`src/rtl/midterm_store_ctrl.sv`:
```
// Store/load controller: circular buffer of {unit,value} readings filled on store edges and
// drained on load edges, with the last popped value shown as two digits on a muxed 7-seg display.
module midterm_store_ctrl #(
    parameter int DEPTH     = 4,
    parameter int REFRESH_W = 16
) (
    input  logic                       clk,
    input  logic                       clr,
    input  logic [3:0]                 d_in,
    input  logic [1:0]                 t_in,
    input  logic                       ld_in,
    input  logic                       st_in,
    output logic [3:0]                 rd_data,
    output logic [1:0]                 rd_unit,
    output logic                       rd_valid,
    output logic [$clog2(DEPTH):0]     count,
    output logic                       full,
    output logic                       empty,
    output logic                       ovf,
    output logic                       unf,
    output logic [3:0]                 an,
    output logic [6:0]                 seg
);

    localparam int PTR_W = $clog2(DEPTH);
    localparam int CNT_W = PTR_W + 1;

    typedef enum logic {
        DIG_ONES,
        DIG_TENS
    } digit_e;

    logic                 st_q, ld_q;
    logic [PTR_W-1:0]     wr_ptr_q, wr_ptr_d;
    logic [PTR_W-1:0]     rd_ptr_q, rd_ptr_d;
    logic [CNT_W-1:0]     count_q, count_d;
    logic                 ovf_q, ovf_d;
    logic                 unf_q, unf_d;
    logic [3:0]           rd_data_q, rd_data_d;
    logic [1:0]           rd_unit_q, rd_unit_d;
    logic                 rd_valid_q, rd_valid_d;
    logic [REFRESH_W-1:0] refresh_q, refresh_d;
    digit_e               digit_q, digit_d;
    logic [5:0]           mem_q [DEPTH];
    logic [5:0]           mem_d [DEPTH];

    logic                 push_req, pop_req, push_ok, pop_ok;
    logic                 full_w, empty_w;
    logic                 tens_w;
    logic [3:0]           ones_w, dig_val;

    function automatic logic [6:0] seg7(input logic [3:0] v);
        logic [6:0] p;
        case (v)
            4'd0:    p = 7'b1000000;
            4'd1:    p = 7'b1111001;
            4'd2:    p = 7'b0100100;
            4'd3:    p = 7'b0110000;
            4'd4:    p = 7'b0011001;
            4'd5:    p = 7'b0010010;
            4'd6:    p = 7'b0000010;
            4'd7:    p = 7'b1111000;
            4'd8:    p = 7'b0000000;
            4'd9:    p = 7'b0010000;
            default: p = 7'b1111111;
        endcase
        return p;
    endfunction

    // Buffer control: a pop while full frees the slot the simultaneous push needs,
    // but a pop while empty is rejected so data never bypasses the buffer.
    always_comb begin
        push_req   = st_in & ~st_q;
        pop_req    = ld_in & ~ld_q;
        empty_w    = (count_q == '0);
        full_w     = (count_q == CNT_W'(DEPTH));
        pop_ok     = pop_req & ~empty_w;
        push_ok    = push_req & (~full_w | pop_ok);

        mem_d      = mem_q;
        wr_ptr_d   = wr_ptr_q;
        rd_ptr_d   = rd_ptr_q;
        count_d    = count_q;
        ovf_d      = ovf_q | (push_req & ~push_ok);
        unf_d      = unf_q | (pop_req & ~pop_ok);
        rd_data_d  = rd_data_q;
        rd_unit_d  = rd_unit_q;
        rd_valid_d = pop_ok;

        if (push_ok) begin
            mem_d[wr_ptr_q] = {t_in, d_in};
            wr_ptr_d        = wr_ptr_q + PTR_W'(1);
        end
        if (pop_ok) begin
            {rd_unit_d, rd_data_d} = mem_q[rd_ptr_q];
            rd_ptr_d               = rd_ptr_q + PTR_W'(1);
        end
        case ({push_ok, pop_ok})
            2'b10:   count_d = count_q + CNT_W'(1);
            2'b01:   count_d = count_q - CNT_W'(1);
            default: count_d = count_q;
        endcase
    end

    always_comb begin
        tens_w    = (rd_data_q >= 4'd10);
        ones_w    = tens_w ? (rd_data_q - 4'd10) : rd_data_q;
        refresh_d = refresh_q + REFRESH_W'(1);
        digit_d   = digit_q;
        an        = 4'b1110;
        dig_val   = ones_w;

        if (refresh_q == '1) begin
            digit_d = (digit_q == DIG_ONES) ? DIG_TENS : DIG_ONES;
        end
        case (digit_q)
            DIG_TENS: begin
                an      = 4'b1101;
                dig_val = {3'b000, tens_w};
            end
            default: begin
                an      = 4'b1110;
                dig_val = ones_w;
            end
        endcase
        seg = seg7(dig_val);
    end

    always_ff @(posedge clk) begin
        if (!clr) begin
            st_q       <= 1'b0;
            ld_q       <= 1'b0;
            wr_ptr_q   <= '0;
            rd_ptr_q   <= '0;
            count_q    <= '0;
            ovf_q      <= 1'b0;
            unf_q      <= 1'b0;
            rd_data_q  <= '0;
            rd_unit_q  <= '0;
            rd_valid_q <= 1'b0;
            refresh_q  <= '0;
            digit_q    <= DIG_ONES;
        end else begin
            st_q       <= st_in;
            ld_q       <= ld_in;
            wr_ptr_q   <= wr_ptr_d;
            rd_ptr_q   <= rd_ptr_d;
            count_q    <= count_d;
            ovf_q      <= ovf_d;
            unf_q      <= unf_d;
            rd_data_q  <= rd_data_d;
            rd_unit_q  <= rd_unit_d;
            rd_valid_q <= rd_valid_d;
            refresh_q  <= refresh_d;
            digit_q    <= digit_d;
        end
    end

    // Storage has no reset; entries are only observable after being written.
    always_ff @(posedge clk) begin
        for (int unsigned i = 0; i < DEPTH; i++) begin
            mem_q[i] <= mem_d[i];
        end
    end

    assign rd_data  = rd_data_q;
    assign rd_unit  = rd_unit_q;
    assign rd_valid = rd_valid_q;
    assign count    = count_q;
    assign full     = full_w;
    assign empty    = empty_w;
    assign ovf      = ovf_q;
    assign unf      = unf_q;

endmodule

```
`config.mk`:
```
export PLATFORM = sky130hd
export DESIGN_NAME = midterm_store_ctrl
export DESIGN_NICKNAME = d
export VERILOG_FILES = /design/src/rtl/midterm_store_ctrl.sv
export SDC_FILE = /design/constraint.sdc
export NUM_CORES = 1
export LEC_CHECK = 0
export CAP_MARGIN = 10
export CORE_UTILIZATION = 30
export DETAILED_ROUTE_END_ITERATION = 10
export GPL_ROUTABILITY_DRIVEN = 0
export GPL_TIMING_DRIVEN = 0
export PLACE_DENSITY = 0.52
export SLEW_MARGIN = 20
export SYNTH_ARGS = -nofsm -noshare
export SYNTH_HDL_FRONTEND = slang
export SYNTH_SLANG_ARGS = --single-unit
```
`constraint.sdc`:
```
create_clock -name clk -period 2.7 [get_ports clk]
set_input_delay 0.405 -clock clk [delete_from_list [all_inputs] [get_ports clk]]
set_output_delay 0.405 -clock clk [all_outputs]
set_load 0.1 [all_outputs]
```
* Word level (Yosys, flattened, before mapping)
Memories as Yosys holds them, arrays and structs flattened.
Index checks and enable logic that the tools add are counted.
** Word-level totals
- Register bits after elaboration :: 59
- ROM bits :: 112
- Input bits :: 10
- Word-level logic and storage cells :: 62
- Memories kept :: 1
** Memories
- (no name shown) :: words 16, width 7, rd ports 1, clocked after memory_dff 0, wr ports 0, RTL line 54 : case (v)
** Cells by class
- Add/subtract/negate cells :: 6
- $lt $le $gt $ge :: 4
- Equal/unequal tests :: 4
- Muxes and demuxes :: 11
- Bitwise logic cells :: 17
- Reduce and logical (&&, ||, !) cells :: 3
** Operators with widths (number)
- $bwmux W24 :: 1
- $mux W6 :: 3
- $add A16 B1 Y16 const B :: 1
- $eq A16 B16 Y1 const B :: 1
- $bmux W6 S2 :: 1
- $demux W6 S2 :: 1
- $mux W4 :: 2
- $and A1 B1 Y1 :: 6
- $ge A3 B3 Y1 const B :: 2
- $not A1 Y1 :: 6
- $not A2 Y3 :: 2
- $pmux W3 S2 :: 1
- $add A2 B1 Y2 const B :: 2
- $ge A4 B4 Y1 const B :: 1
- $sub A4 B4 Y4 const B :: 1
- $add A3 B1 Y3 const B :: 1
- $eq A3 B3 Y1 const B :: 1
- $logic_not A3 Y1 :: 1
- $lt A3 B1 Y1 const B :: 1
- $or A1 B1 Y1 :: 3
- $sub A3 B1 Y3 const B :: 1
- $eq A2 B1 Y1 const B :: 1
- $eq A2 B2 Y1 const B :: 1
- $mux W2 :: 1
- other kinds (3) :: 3

* Depth between registers and ports, before layout
- Depth in word-level cells :: 8
- Mapped depth :: 10

* Worst setup path before layout
OpenSTA, ideal clock, no wires.
- Kind :: reg2reg
- From :: register count_q[2], in the netlist count[2]
- To :: register count_q[2], in the netlist count[2]
- Library setup time :: 0.076 ns
- Arrival time :: 4.008 ns
- Data required time :: 2.624 ns
- Slack :: -1.384 ns
- Cell stages (with the launch flop) :: 10
- Period minus slack after synthesis :: 4.084 ns
- Cells stage by stage :: dfxtp_1 > nor3b_2 > a21boi_2 > inv_1 > ha_1 > inv_1 > fa_1 > xor2_1 > or3_1 > a21boi_0
** Between the ends
- Elaborated cells on any way between the ends :: 13
- Those cells by class :: add/sub: 2; eq/ne: 3; mux: 1; bitwise: 5; reduce/logical: 2
** RTL lines
- start, declared :: RTL line 36 : logic [CNT_W-1:0] count_q, count_d;
- start signal, assigned :: RTL line 148 : count_q <= count_d;
- $eq A3 B3 Y1 * :: RTL line 76 : full_w = (count_q == CNT_W'(DEPTH));
- named net full :: RTL line 17 : output logic full,
- $not A1 Y1 * :: RTL line 78 : push_ok = push_req & (~full_w | pop_ok);
- $or A1 B1 Y1 * :: RTL line 78
- $and A1 B1 Y1 * :: RTL line 78
- $eq A2 B1 Y1 / $eq A2 B2 Y1 (equally long branches) :: RTL line 98 : case ({push_ok, pop_ok})
- $pmux W3 S2 / $reduce_bool A2 Y1 (equally long branches)
Mark *: on every way through the listed nets, which the timed path passes. The rest lies on a longest branch.
A chain may end at the register's enable or synchronous reset.

* Worst setup path after layout
- From :: register count_q[2], in the netlist count[2]
- To :: output full
** Between the ends
- Word-level cells in the longest chain between the ends :: 1
** RTL lines (RTL line)
- $eq A3 B3 Y1 :: 76
- end, declared :: 17
No other way between the ends.

==> reports/qor.yml <==
run_status:
  status: "finished, violations left"
  violations: "DRC"
floorplanning:
  die_h_um: 98.3
  ios: 35
  initial_core_util_pct: 31.5
  dieArea_mm2: 0.00967
  chipWidth_um: 98.3
  core_area_mm2: 0.00885
  rows: 34
synthesis:
  synth_ff_type: "dfxtp_1"
  yosysWarnings: 0
  ys_ff_latch: 59
  syn_inst: 245
  synth.area.top_cells: "edfxtp_1 (26%), dfxtp_1 (25%), and2_1 (5.6%), mux4_2 (4.9%), ha_1 (4.5%)"
  synth.largest_area_cell: "edfxtp_1"
  synth.most_common_cell: "dfxtp_1"
  synth_commonest_cells: "dfxtp_1 (35), and2_1 (25), edfxtp_1 (24)"
  syn_area_per_cell_um2: 11.4
  syn_area_mm2: 0.00278
  synth_top_area_share_pct: 25.9
  seq_area_frac_synth_pct: 51.1
  ys_types: 47
  synthArstFlopShare_pct: 0
  synth_edf_count: 24
critical_path:
  crit_type: "flop to primary output"
  worstPathMaxFanout: 6
  crit_required_ns: 2.30
  cp-start-kind: "flop"
  critPathCaptureType: "primary output"
  worst_ep_arrival_time_ns: 2.21
sta:
  whs_ns: 0.482
  layout_min_cycle_time_ns: 2.62
  slew_viol_final: 0
  hold_violations: 0
  setup_viol: 0
  worst_pin_slew_ns: 0.981
  fmax_mhz: 382
  setup_tns_ns: 0
  clock_skew_ns: 0.00844
  layout_worst_path_cycle_share_pct: 96.9
  relSlewSlack_pct: 34.4
grt:
  grt_max_degree: 13
  grt_pass1_wl_um: 9230
  grt_usage_pct: 12.6
  use_met2_pct: 20.6
  grt_pass1_vias: 1937
  busiest_layer: "met2"
  met3_usage_pct: 3.15
  grt-ovfl-total: 0
  antenna_found_initial: 0
  use_met1_pct: 15.2
clock_network:
  cts.sinks: 59
  cts_tree: "built"
  clock_latency_ns: 0.35
  cts_buffers: 9
  clockRootBuffer: "clkbuf_8"
  clockBufferDepth: 2
  htree_levels: 3
  clk_pin_slew_ns: 0.07
cells_and_area:
  antennaDiodeCount: 0
  final_cell_count_no_fill: 406
  final_nets: 314
  multi_input_area_mm2: 0.00142
  seqCellArea_mm2: 0.00144
  layout-drive-gt1-share_pct: 25.5
  post-route-util_pct: 41.6
  fillers: 845
  area_growth_pct: 32.3
drt:
  via_per_inst: 4.62
  drt_iter0_drc: 48
  routed_wl_um: 5490
  antenna_left: 0
  drt-pass1-iter-count: 7
  wire_per_inst_um: 13.5
  drc_errors: 2
  vias: 1874
placed_design:
  dpl.hpwl_um: 3800
  port_buffers: 32
  place_inst: 386
power_and_ir_drop:
  ir_drop_mv: 0.320
  power.density_mw_per_mm2: 994
  leakage_uw: 0.00131
worst_hold_path:
  min_path_type: "flop to flop"
job:
  cap_violations: 0
stage by stage:
step	setup slack [ns]	power, uW	area, um2
finish	0.0843	3660	3680
CTS	0.00153	3690	3660
global placement	-0.576	2740	3380
floorplan	-0.299	2410	2920
detailed placement	-0.562	2750	3380
global route	-0.00750	3820	3680
sequential cells by signal, summed over array words and instances, names as in the netlist, 2 cells and up:
| register | cells |
|---|---|
| mem_q | 24 |
| refresh_q | 16 |
| rd_data | 4 |
| count | 3 |
| rd_ptr_q | 2 |
| rd_unit | 2 |
| wr_ptr_q | 2 |
path summary, 6_finish.rpt:
check,end,depth (start not counted),slack [ns],from
worst max-delay path,full,2,0.08,count[2]
worst min-delay path,unf,1,0.48,unf
worst max register to register,count[2],8,0.35,ld_q
worst min register to register,unf,1,0.48,unf
layout make-up:
| class | instances | share of cell area [%] |
|---|---|---|
| Buffer | 9 | 1.29 |
| Multi-Input combinational cell | 161 | 38.4 |
| Clock inverter | 7 | 2.75 |
| Clock buffer | 9 | 3.36 |
| Tap cell | 108 | 3.67 |
| Timing Repair Buffer | 38 | 9.85 |
| Sequential cell | 59 | 39.0 |
| Inverter | 15 | 1.63 |
routing by layer:
metal	routed length [um]	share of wire (%)	up-vias
li1	-	-	950
met1	2590	47	881
met2	2590	47	34
met3	182	3.3	9
met4	123	2.2	0
met5	0	0	-
cells in the final DEF (no fill, tap or decap), types with 5 or more instances in the layout:
| master | n |
|---|---|
| mux4_2 | 6 |
| nand3_1 | 6 |
| ha_1 | 9 |
| dfxtp_1 | 28 |
| nor2b_1 | 9 |
| nor4_1 | 5 |
| xnor2_1 | 8 |
| buf_4 | 13 |
| and2_1 | 25 |
| xor2_1 | 9 |
| clkbuf_8 | 9 |
| nand2_1 | 12 |
| nor3_1 | 5 |
| inv_1 | 13 |
| edfxtp_1 | 24 |
| o21ai_0 | 7 |
| clkdlybuf4s50_1 | 24 |
kinds of logic (layout without fill, tap and decap cells):
logic type,count (synthesis),in the layout,synth area share [%]
xor gates and xnor gates,17,17,5.35
AOI/OAI and AO/OA,35,35,8.58
adders and majority gates,11,11,5.21
muxes,9,9,5.93
buffers and inverters,26,78,4.04
other,1,2,0.135
and+or+nand+nor,87,87,19.7
DFF,59,59,51.1
report_power, final:
group,internal [uW],switching [uW]
Clock,525,376
Combinational,482,1180
Sequential,1020,85.6
critical path: stages, from the launching register on:
cell,delay (ns)
dfxtp_4,0.38
nor3b_4,0.29
clkdlybuf4s50_1,1.19
what timing repair did:
action / in CTS / in global routing
pin swaps: 4 / 2
hold buffers: 0 / 0
setup endpoints to repair: 8 / 8
resized for setup: 53 / 4
setup buffers: 4 / 2
Power figures use the tool's default switching activity.
